`src/rtl/warp_sched_pkg.sv`:
```
// Shared constants, FSM encoding and warp-field helper for the warp issue scheduler.
package warp_sched_pkg;
  localparam int NUM_WARPS        = 4;
  localparam int THREADS_PER_WARP = 8;
  localparam int WARP_ID_W        = 2;
  localparam int MASK_W           = 4;

  typedef enum logic [1:0] {IDLE, RUN, HOLD} state_t;

  // Warp 0 owns the most significant field of the thread vector.
  function automatic int warp_field_lsb(input logic [WARP_ID_W-1:0] w);
    return (NUM_WARPS - 1 - int'(w)) * THREADS_PER_WARP;
  endfunction
endpackage

```
`src/rtl/warp_scheduler_if.sv`:
```
// Issue-side bundle between readiness/buffer logic, the scheduler and the execution stage.
interface warp_scheduler_if #(parameter int NUM_THREADS = 32);
  import warp_sched_pkg::*;

  logic [NUM_WARPS-1:0]             ready_warps;
  logic [NUM_WARPS-1:0]             instr_valid;
  logic [NUM_WARPS-1:0][MASK_W-1:0] warp_masks;
  logic                             issue_ready;
  logic                             issue_valid;
  logic [WARP_ID_W-1:0]             issue_warp_id;
  logic [MASK_W-1:0]                issue_mask;
  logic [NUM_WARPS-1:0]             instr_pop;
  logic [NUM_THREADS-1:0]           busy_set;

  modport master (
    input  ready_warps, instr_valid, warp_masks, issue_ready,
    output issue_valid, issue_warp_id, issue_mask, instr_pop, busy_set
  );

  modport slave (
    output ready_warps, instr_valid, warp_masks, issue_ready,
    input  issue_valid, issue_warp_id, issue_mask, instr_pop, busy_set
  );
endinterface

```
`src/rtl/Threads_Mask_Decoder.sv`:
```
// Expands a 4-bit issue mask into an 8-thread warp field; each mask bit covers a thread pair.
module Threads_Mask_Decoder
  import warp_sched_pkg::*;
(
  input  logic [MASK_W-1:0]           mask,
  output logic [THREADS_PER_WARP-1:0] threads
);
  for (genvar i = 0; i < THREADS_PER_WARP; i++) begin : g_thr
    assign threads[i] = mask[i/2];
  end
endmodule

```
`src/rtl/warp_rr_arbiter.sv`:
```
// Combinational 4-way round-robin arbiter: rotate by rr_ptr, pick lowest set, rotate back.
module warp_rr_arbiter
  import warp_sched_pkg::*;
(
  input  logic [NUM_WARPS-1:0] eligible,
  input  logic [WARP_ID_W-1:0] rr_ptr,
  output logic                 grant_valid,
  output logic [WARP_ID_W-1:0] grant_id
);
  logic [NUM_WARPS-1:0] rotated;
  logic [WARP_ID_W-1:0] offset;

  always_comb begin
    rotated = '0;
    for (int i = 0; i < NUM_WARPS; i++) begin
      rotated[i] = eligible[WARP_ID_W'(i) + rr_ptr];
    end
    // Descending scan so the lowest rotated position is the final winner.
    offset = '0;
    for (int i = NUM_WARPS - 1; i >= 0; i--) begin
      if (rotated[i]) offset = WARP_ID_W'(i);
    end
    grant_valid = |eligible;
    grant_id    = rr_ptr + offset;
  end
endmodule

```
`src/rtl/warp_scheduler.sv`:
```
// Round-robin warp issue controller: grant, hold until accepted, then pop buffer and set scoreboard.
module warp_scheduler
  import warp_sched_pkg::*;
#(
  parameter int NUM_THREADS = 32
) (
  input  logic                 clk,
  input  logic                 rst,
  input  logic                 start,
  input  logic                 halt,
  output logic                 running,
  output logic [15:0]          issue_count,
  warp_scheduler_if.master     bus
);
  state_t                    state;
  logic [WARP_ID_W-1:0]      rr_ptr;
  logic [NUM_WARPS-1:0]      eligible;
  logic                      grant_valid;
  logic [WARP_ID_W-1:0]      grant_id;
  logic                      handshake;
  logic [THREADS_PER_WARP-1:0] field_threads;

  assign eligible  = bus.ready_warps & bus.instr_valid;
  assign handshake = bus.issue_valid & bus.issue_ready;

  warp_rr_arbiter u_arb (
    .eligible    (eligible),
    .rr_ptr      (rr_ptr),
    .grant_valid (grant_valid),
    .grant_id    (grant_id)
  );

  Threads_Mask_Decoder u_dec (
    .mask    (bus.issue_mask),
    .threads (field_threads)
  );

  // Pulses come only from registered state plus issue_ready, so they never glitch on arbitration inputs.
  assign bus.instr_pop = handshake ? ({{(NUM_WARPS-1){1'b0}}, 1'b1} << bus.issue_warp_id) : '0;
  assign bus.busy_set  = handshake ?
                         (NUM_THREADS'(field_threads) << warp_field_lsb(bus.issue_warp_id)) : '0;

  always_ff @(posedge clk or posedge rst) begin
    if (rst) begin
      state             <= IDLE;
      rr_ptr            <= '0;
      running           <= 1'b0;
      issue_count       <= '0;
      bus.issue_valid   <= 1'b0;
      bus.issue_warp_id <= '0;
      bus.issue_mask    <= '0;
    end else begin
      case (state)
        IDLE: begin
          if (start && !halt) begin
            state       <= RUN;
            running     <= 1'b1;
            issue_count <= '0;
          end
        end
        RUN: begin
          if (halt) begin
            state   <= IDLE;
            running <= 1'b0;
          end else if (grant_valid) begin
            state             <= HOLD;
            bus.issue_valid   <= 1'b1;
            bus.issue_warp_id <= grant_id;
            bus.issue_mask    <= bus.warp_masks[grant_id];
          end
        end
        HOLD: begin
          // The issue is committed: inputs and halt are only looked at once it is accepted.
          if (bus.issue_ready) begin
            bus.issue_valid <= 1'b0;
            rr_ptr          <= bus.issue_warp_id + 1'b1;
            issue_count     <= issue_count + 16'd1;
            if (halt) begin
              state   <= IDLE;
              running <= 1'b0;
            end else begin
              state <= RUN;
            end
          end
        end
        default: begin
          state           <= IDLE;
          running         <= 1'b0;
          bus.issue_valid <= 1'b0;
        end
      endcase
    end
  end
endmodule

```
`src/flat_wrapper.sv`:
```
// flat-port wrapper written by rule: the top's interface ports become plain ports
module warp_scheduler_flat import warp_sched_pkg::*;
#(
  parameter int NUM_THREADS = 32
)
  (clk, rst, start, halt, running, issue_count, bus_ready_warps, bus_instr_valid, bus_warp_masks, bus_issue_ready, bus_issue_valid, bus_issue_warp_id, bus_issue_mask, bus_instr_pop, bus_busy_set);
  warp_scheduler_if #(.NUM_THREADS(NUM_THREADS)) bus_i ();
  input  logic clk;
  input  logic rst;
  input  logic start;
  input  logic halt;
  output logic running;
  output logic [15:0] issue_count;
  input wire logic [$bits(bus_i.ready_warps)-1:0] bus_ready_warps;
  input wire logic [$bits(bus_i.instr_valid)-1:0] bus_instr_valid;
  input wire logic [$bits(bus_i.warp_masks)-1:0] bus_warp_masks;
  input wire logic [$bits(bus_i.issue_ready)-1:0] bus_issue_ready;
  output wire logic [$bits(bus_i.issue_valid)-1:0] bus_issue_valid;
  output wire logic [$bits(bus_i.issue_warp_id)-1:0] bus_issue_warp_id;
  output wire logic [$bits(bus_i.issue_mask)-1:0] bus_issue_mask;
  output wire logic [$bits(bus_i.instr_pop)-1:0] bus_instr_pop;
  output wire logic [$bits(bus_i.busy_set)-1:0] bus_busy_set;
  assign bus_i.ready_warps = bus_ready_warps;
  assign bus_i.instr_valid = bus_instr_valid;
  assign bus_i.warp_masks = bus_warp_masks;
  assign bus_i.issue_ready = bus_issue_ready;
  assign bus_issue_valid = bus_i.issue_valid;
  assign bus_issue_warp_id = bus_i.issue_warp_id;
  assign bus_issue_mask = bus_i.issue_mask;
  assign bus_instr_pop = bus_i.instr_pop;
  assign bus_busy_set = bus_i.busy_set;
  warp_scheduler #(.NUM_THREADS(NUM_THREADS)) u_core (.clk(clk), .rst(rst), .start(start), .halt(halt), .running(running), .issue_count(issue_count), .bus(bus_i));
endmodule
```
`config.mk`:
```
export PLATFORM = sky130hd
export DESIGN_NAME = warp_scheduler_flat
export DESIGN_NICKNAME = d
export VERILOG_FILES = /design/src/rtl/warp_sched_pkg.sv /design/src/rtl/warp_scheduler_if.sv /design/src/rtl/Threads_Mask_Decoder.sv /design/src/rtl/warp_rr_arbiter.sv /design/src/rtl/warp_scheduler.sv /design/src/flat_wrapper.sv
export SDC_FILE = /design/constraint.sdc
export NUM_CORES = 1
export LEC_CHECK = 0
export ABC_AREA = 1
export CORE_MARGIN = 2
export CORE_UTILIZATION = 39
export CTS_CLUSTER_DIAMETER = 80
export DETAILED_ROUTE_END_ITERATION = 12
export GPL_ROUTABILITY_DRIVEN = 1
export GPL_TIMING_DRIVEN = 1
export PLACE_DENSITY = 0.84
export SLEW_MARGIN = 0
export SYNTH_ARGS = -nofsm -noshare
export SYNTH_HDL_FRONTEND = slang
export SYNTH_SLANG_ARGS = --single-unit
```
`constraint.sdc`:
```
create_clock -name clk -period 2.2 [get_ports clk]
set_input_delay 0.66 -clock clk [delete_from_list [all_inputs] [get_ports clk]]
set_output_delay 0.66 -clock clk [all_outputs]
set_load 0.05 [all_outputs]
```
Yosys cells after proc, flatten, opt, wreduce, memory -nomap -nowiden

Cells that the tools add are included.

Bits in registers: 28
Input port bits: 29
Output and inout bits: 60
Word-level logic and storage cells: 76

Add/sub/neg operators: 7
Magnitude comparators: 5
Equal/unequal tests: 7
Shift operators: 2
Mux-type cells: 33
Bitwise logic cells: 4
Reduce and logical (&&, ||, !) cells: 11

Operators by type and width:

| kind                    | count |
|---|---|
| $mux W16                | 2 |
| $mux W32                | 1 |
| $pmux W16 S2            | 1 |
| $shl A8 B32 Y32         | 1 |
| $add A16 B1 Y16 const B | 1 |
| $mux W2                 | 8 |
| $lt A2 B3 Y1 const B    | 5 |
| $mux W1                 | 11 |
| $reduce_and A3 Y1       | 3 |
| $bmux W1 S2             | 4 |
| $bmux W4 S2             | 1 |
| $mux W4                 | 2 |
| $pmux W1 S3             | 2 |
| $pmux W2 S3             | 1 |
| $add A2 B2 Y2 const A   | 2 |
| $and A4 B4 Y4           | 1 |
| $ne A2 B1 Y1 const B    | 2 |
| $ne A2 B2 Y1 const B    | 2 |
| $reduce_and A2 Y1       | 2 |
| $reduce_and A4 Y1       | 1 |
| $reduce_or A4 Y1        | 1 |
| $shl A1 B2 Y4 const A   | 1 |
| $ne A3 B2 Y1 const B    | 1 |
| $sub A2 B2 Y3 const A   | 1 |
| other kinds (11)        | 12 |

Logic depth before layout (Yosys ltp)

Depth after elaboration: 10
Mapped depth: 16

Cells and area by module

Synthesis repeated with hierarchy kept, for this count alone.

Cells, all modules: 364
Area, all modules: 2285.9 µm²

Modules (own cells, without submodules):

| module               | times used | cells each | area an instance (µm²) | seq. area each (µm²) |
|---|---|---|---|---|
| warp_scheduler       | 1          | 300        | 1958.1                 | 700.7 |
| warp_rr_arbiter      | 1          | 56         | 267.8                  | 0.0 |
| Threads_Mask_Decoder | 1          | 8          | 60.1                   | 0.0 |

Worst setup path before layout

OpenSTA, ideal clock, no wires.

Kind: register -> output
Start: register u_core.bus.issue_valid
End: output port bus_busy_set[11]
Data arrival time: 2096 ps
Data required time: 1540 ps
Path slack: -556 ps
Cell stages (with the launch flop): 6
Buffers on the path: 1
Path through: dfrtp_1 -> nand2_1 -> inv_1 -> nand2_1 -> nor2_1 -> buf_4

Longest elaborated chain between the ends: 2

Ends and longest elaborated chain:

| element                | RTL line                | RTL |
|---|---|---|
| from (decl)            | warp_scheduler_if.sv:17 | `output issue_valid, issue_warp_id, issue_mask, instr_pop, busy_set` |
| from (signal assigned) | warp_scheduler.sv:49    | `bus.issue_valid <= 1'b0;` |
| from (signal assigned) | warp_scheduler.sv:67    | `bus.issue_valid <= 1'b1;` |
| from (signal assigned) | warp_scheduler.sv:75    | `bus.issue_valid <= 1'b0;` |
| $and A1 B1 Y1          | warp_scheduler.sv:24    | `assign handshake = bus.issue_valid & bus.issue_ready;` |
| $mux W32               | warp_scheduler.sv:40    | `assign bus.busy_set = handshake ?` |
| to (decl)              | flat_wrapper.sv:22      | `output wire logic [$bits(bus_i.busy_set)-1:0] bus_busy_set;` |

No other way between the ends.

Worst setup path in the final report

Start: register u_core.rr_ptr[1]
End: register u_core.bus.issue_mask[0]

Longest elaborated chain between the ends: 10
Elaborated cells on any way between the ends: 18

Ends and longest elaborated chain:

| element                         | RTL line                | RTL |
|---|---|---|
| from (decl)                     | warp_scheduler.sv:16    | `logic [WARP_ID_W-1:0] rr_ptr;` |
| from (signal assigned)          | warp_scheduler.sv:76    | `rr_ptr <= bus.issue_warp_id + 1'b1;` |
| $add A2 B2 Y2                   | warp_rr_arbiter.sv:16   | `rotated[i] = eligible[WARP_ID_W'(i) + rr_ptr];` |
| $bmux W1 S2                     | warp_rr_arbiter.sv:16   |  |
| $mux W1 (not written as such)   | warp_rr_arbiter.sv:16   |  |
| $mux W2 (3 in series)           | warp_rr_arbiter.sv:21   | `if (rotated[i]) offset = WARP_ID_W'(i);` |
| $mux W2 *                       | warp_rr_arbiter.sv:21   |  |
| $add A2 B2 Y2 *                 | warp_rr_arbiter.sv:24   | `grant_id = rr_ptr + offset;` |
| named net u_core.grant_id[0]    | warp_scheduler.sv:19    | `logic [WARP_ID_W-1:0] grant_id;` |
| $bmux W4 S2 *                   | warp_scheduler.sv:69    | `bus.issue_mask <= bus.warp_masks[grant_id];` |
| $mux W4 (not written as such) * | warp_scheduler.sv:69    |  |
| to (signal assigned)            | warp_scheduler.sv:69    |  |
| to (decl)                       | warp_scheduler_if.sv:17 |  |

Mark *: on every way through the listed nets, which the timed path passes. The rest lies on a longest branch. The select of a mux whose other input is x is not followed.
A chain may end at the register's enable or synchronous reset.

==> qor.csv <==
metric,value,unit
p_leak,1.75,nW
hpwl,5.16,mm
use_met3,3.45,%
grt_pass1_wl,11.0,mm
regArea,707,um2
syn_avg_cell_area,7.13,um2
internal-power,2.11,mW
wl_per_cell,14.3,um
fp.dieW,78.2,um
drive_gt1_share,40.4,%
crit_arrival,2330,ps
rr_startpoint,u_core.rr_ptr[1],
place_ws,-676,ps
grt_overflow,0,
fin_area,3790,um2
slew_headroom,67.1,%
synth_top_cell_by_area,dfrtp_1,
p_sw,2.16,mW
synthCells,301,
path_clk_slew,100,ps
tightest_slew,491,ps
start_util,39.7,%
r2r_slack,50,ps
antenna_found_initial,0,
pwr-share-seq,19.1,%
powerDensity,1120,nW/um2
routabilityCongestion,0.885,
status,"finished, final reports clean",
startpoint_type,flop,
endpoint_kind,flop,
ys_ff_latch,28,
area_growth,76.5,%
min_period,2150,ps
rsz0062_at_grt,true,
cts_tree,yes,
cap_violations,0,
yosys_most_used_dff,dfrtp_1,
fmax,0.464,GHz
fill_cells,407,
fp.dieArea,6110,um2
n_antenna_cell,0,
ir_drop,0.000788,V
synth_edf_count,0,
async_flop_share,100,%
multi_input_comb_area,1370,um2
first_iter_violations,96,
whs_endpoint,u_core.running,
hold_buffers,0,
portBuffers,88,
slew_viol_final,0,
path_class,flop to flop,
route.detailed.drc,0,
r2r_end,u_core.bus.issue_mask[0],
finClkSkew,2.15,ps
firstDrtPassIters,4,
core_area,5410,um2
use_met1,24.8,%
post-place-cells,457,
setup_tns,0,ps
yosysWarnings,0,
cts_sinks,28,
p_sw_share,50.6,%
clkPwrFrac,9.5,%
first_global_vias,2393,
yosys-top-cells-count,"nand2_1, inv_1, nor2_1",
crit_fanout,6,
required,2370,ps
post_dp_cell_area,3560,um2
synth.top_cell.area_share,32.6,%
clk_latency,270,ps
combPwrFrac,71.4,%
finalHoldViolCount,0,
ys_seq_area_share,32.6,%
worst_slack,45.5,ps
finalNonFillerCells,475,
wl,6.78,mm
whs_path_depth,2,
synth_nets,340,
ant_nets,0,
min-delay-start,u_core.running,
cts_root_buf,clkbuf_8,
layout_worst_path_cycle_share,97.9,%
track_usage,21.9,%
clockBufferDepth,2,
viasPerCell,5.04,
busiest_layer,met2,
finalSetupViolCount,0,
hold_slack,506,ps
hold_path_class,flop to flop,
ctsHtreeMaxLevel,1,
grt_max_degree,29,
dieHeight,78.2,um
grtUsageMet2,41.9,%
cts_buffers,3,
yosysMostFrequentCell,nand2_1,
via_count,2392,
syn_area,2150,um2
nNetsFinal,443,
synth_area_leaders,"dfrtp_1, nand2_1, inv_1, ha_1, buf_4",
rr_worst_depth,12,
io_pins,89,
rows,27,
ys_types,35,
worst max path at each step:
stage                             from                       end  slack (ps)
floorplan              bus_issue_ready          bus_busy_set[11]        -120
global placement    bus_ready_warps[1]  u_core.bus.issue_mask[3]        -520
detailed placement  bus_ready_warps[1]  u_core.bus.issue_mask[2]        -680
CTS                 bus_instr_valid[1]  u_core.bus.issue_mask[2]           5
global route          u_core.rr_ptr[1]  u_core.bus.issue_mask[1]         -50
finish                u_core.rr_ptr[1]  u_core.bus.issue_mask[0]          50
per-stage QoR:
| stage | util [%] | total power [mW] |
|---|---|---|
| 3_5_place_dp | 65.9 | 3.39 |
| 3_3_place_gp | 65.9 | 3.29 |
| 2_1_floorplan | - | 2.59 |
| 5_1_grt | 70.1 | 4.53 |
| 6_report | 70.1 | 4.26 |
| 4_1_cts | 69.8 | 4.16 |
power by group through the flow:
stage	registers, mW	logic, mW	clock network [mW]
4_1_cts	0.808	2.93	0.416
3_3_place_gp	0.799	2.50	0
6_report	0.813	3.04	0.406
3_5_place_dp	0.808	2.58	0
5_1_grt	0.832	3.26	0.437
2_1_floorplan	1.03	1.56	0
metal layers:
layer  part of all wire, %  vias up  wire (um)
li1                      -     1160          -
met1                    40     1119       2710
met2                    52       97       3540
met3                   5.1       16        343
met4                   2.7        0        185
met5                     0        -          0
cell type report:
class                   count  area share [%]
repair buffers            117            36.7
multi-input cells         213            36.2
clock inverters             1           0.793
flip-flops and latches     28            18.7
inverters                  41            4.19
well taps                  72            2.38
clock buffers               3            1.09
logic make-up (layout without fill, tap and decap cells):
group,after synthesis,count (layout),synth area share [%]
AOI/OAI and AO/OA,34,34,9.91
DFF,28,28,32.6
xor gates and xnor gates,2,2,0.816
adders and majority gates,10,10,5.83
buffers and inverters,60,162,13.7
and+or+nand+nor,159,159,33.4
muxes,8,8,3.73
cells in the final DEF, fill, tap and decap left out, types with 2 or more instances in the layout:
cell | synthesis | routed
ha_1 | 10 | 9
a31oi_1 | 2 | 2
nand2_2 | 4 | 9
nand2_1 | 78 | 70
nand3_2 | 2 | 2
nor3_2 | 2 | 2
o21ai_0 | 9 | 9
nor2_2 | 1 | 6
dfrtp_2 | 0 | 5
o21a_1 | 2 | 2
clkbuf_8 | 0 | 3
clkbuf_2 | 0 | 8
buf_4 | 16 | 49
a21oi_1 | 5 | 5
nor2_4 | 0 | 16
o21ai_1 | 8 | 8
dfrtp_1 | 28 | 23
inv_1 | 36 | 32
buf_12 | 0 | 38
nand3_1 | 23 | 22
inv_2 | 5 | 8
clkdlybuf4s50_1 | 0 | 20
nor3_1 | 7 | 7
nor2_1 | 31 | 10
nand2_4 | 3 | 4
nor4_1 | 2 | 2
nand4_1 | 5 | 5
o21ai_2 | 2 | 2
nand2_8 | 0 | 2
mux2i_1 | 8 | 8
worst max-delay path: stages, from the launching register on:
cell and delay, ps:
dfrtp_2 490, inv_2 130, nand2_1 70, nand2_1 90
nand3_1 100, a31oi_1 220, nor2_2 70, ha_4 330
buf_12 110, mux2i_1 190, nand3_1 110, nand3_1 90
nand2_1 50
flip-flops by register name (all words and copies together), names as in the netlist:
register and count:
u_core.issue_count 16, u_core.bus.issue_mask 4, u_core.bus.issue_warp_id 2, u_core.rr_ptr 2
u_core.state 2, u_core.bus.issue_valid 1, u_core.running 1
repair_timing:
action	4_1_cts	5_1_grt
gates resized for setup	23	27
endpoints found under the setup margin	42	21
pin swaps	18	13
buffers inserted	11	3
No activity file was read; power rests on OpenSTA's default activity.
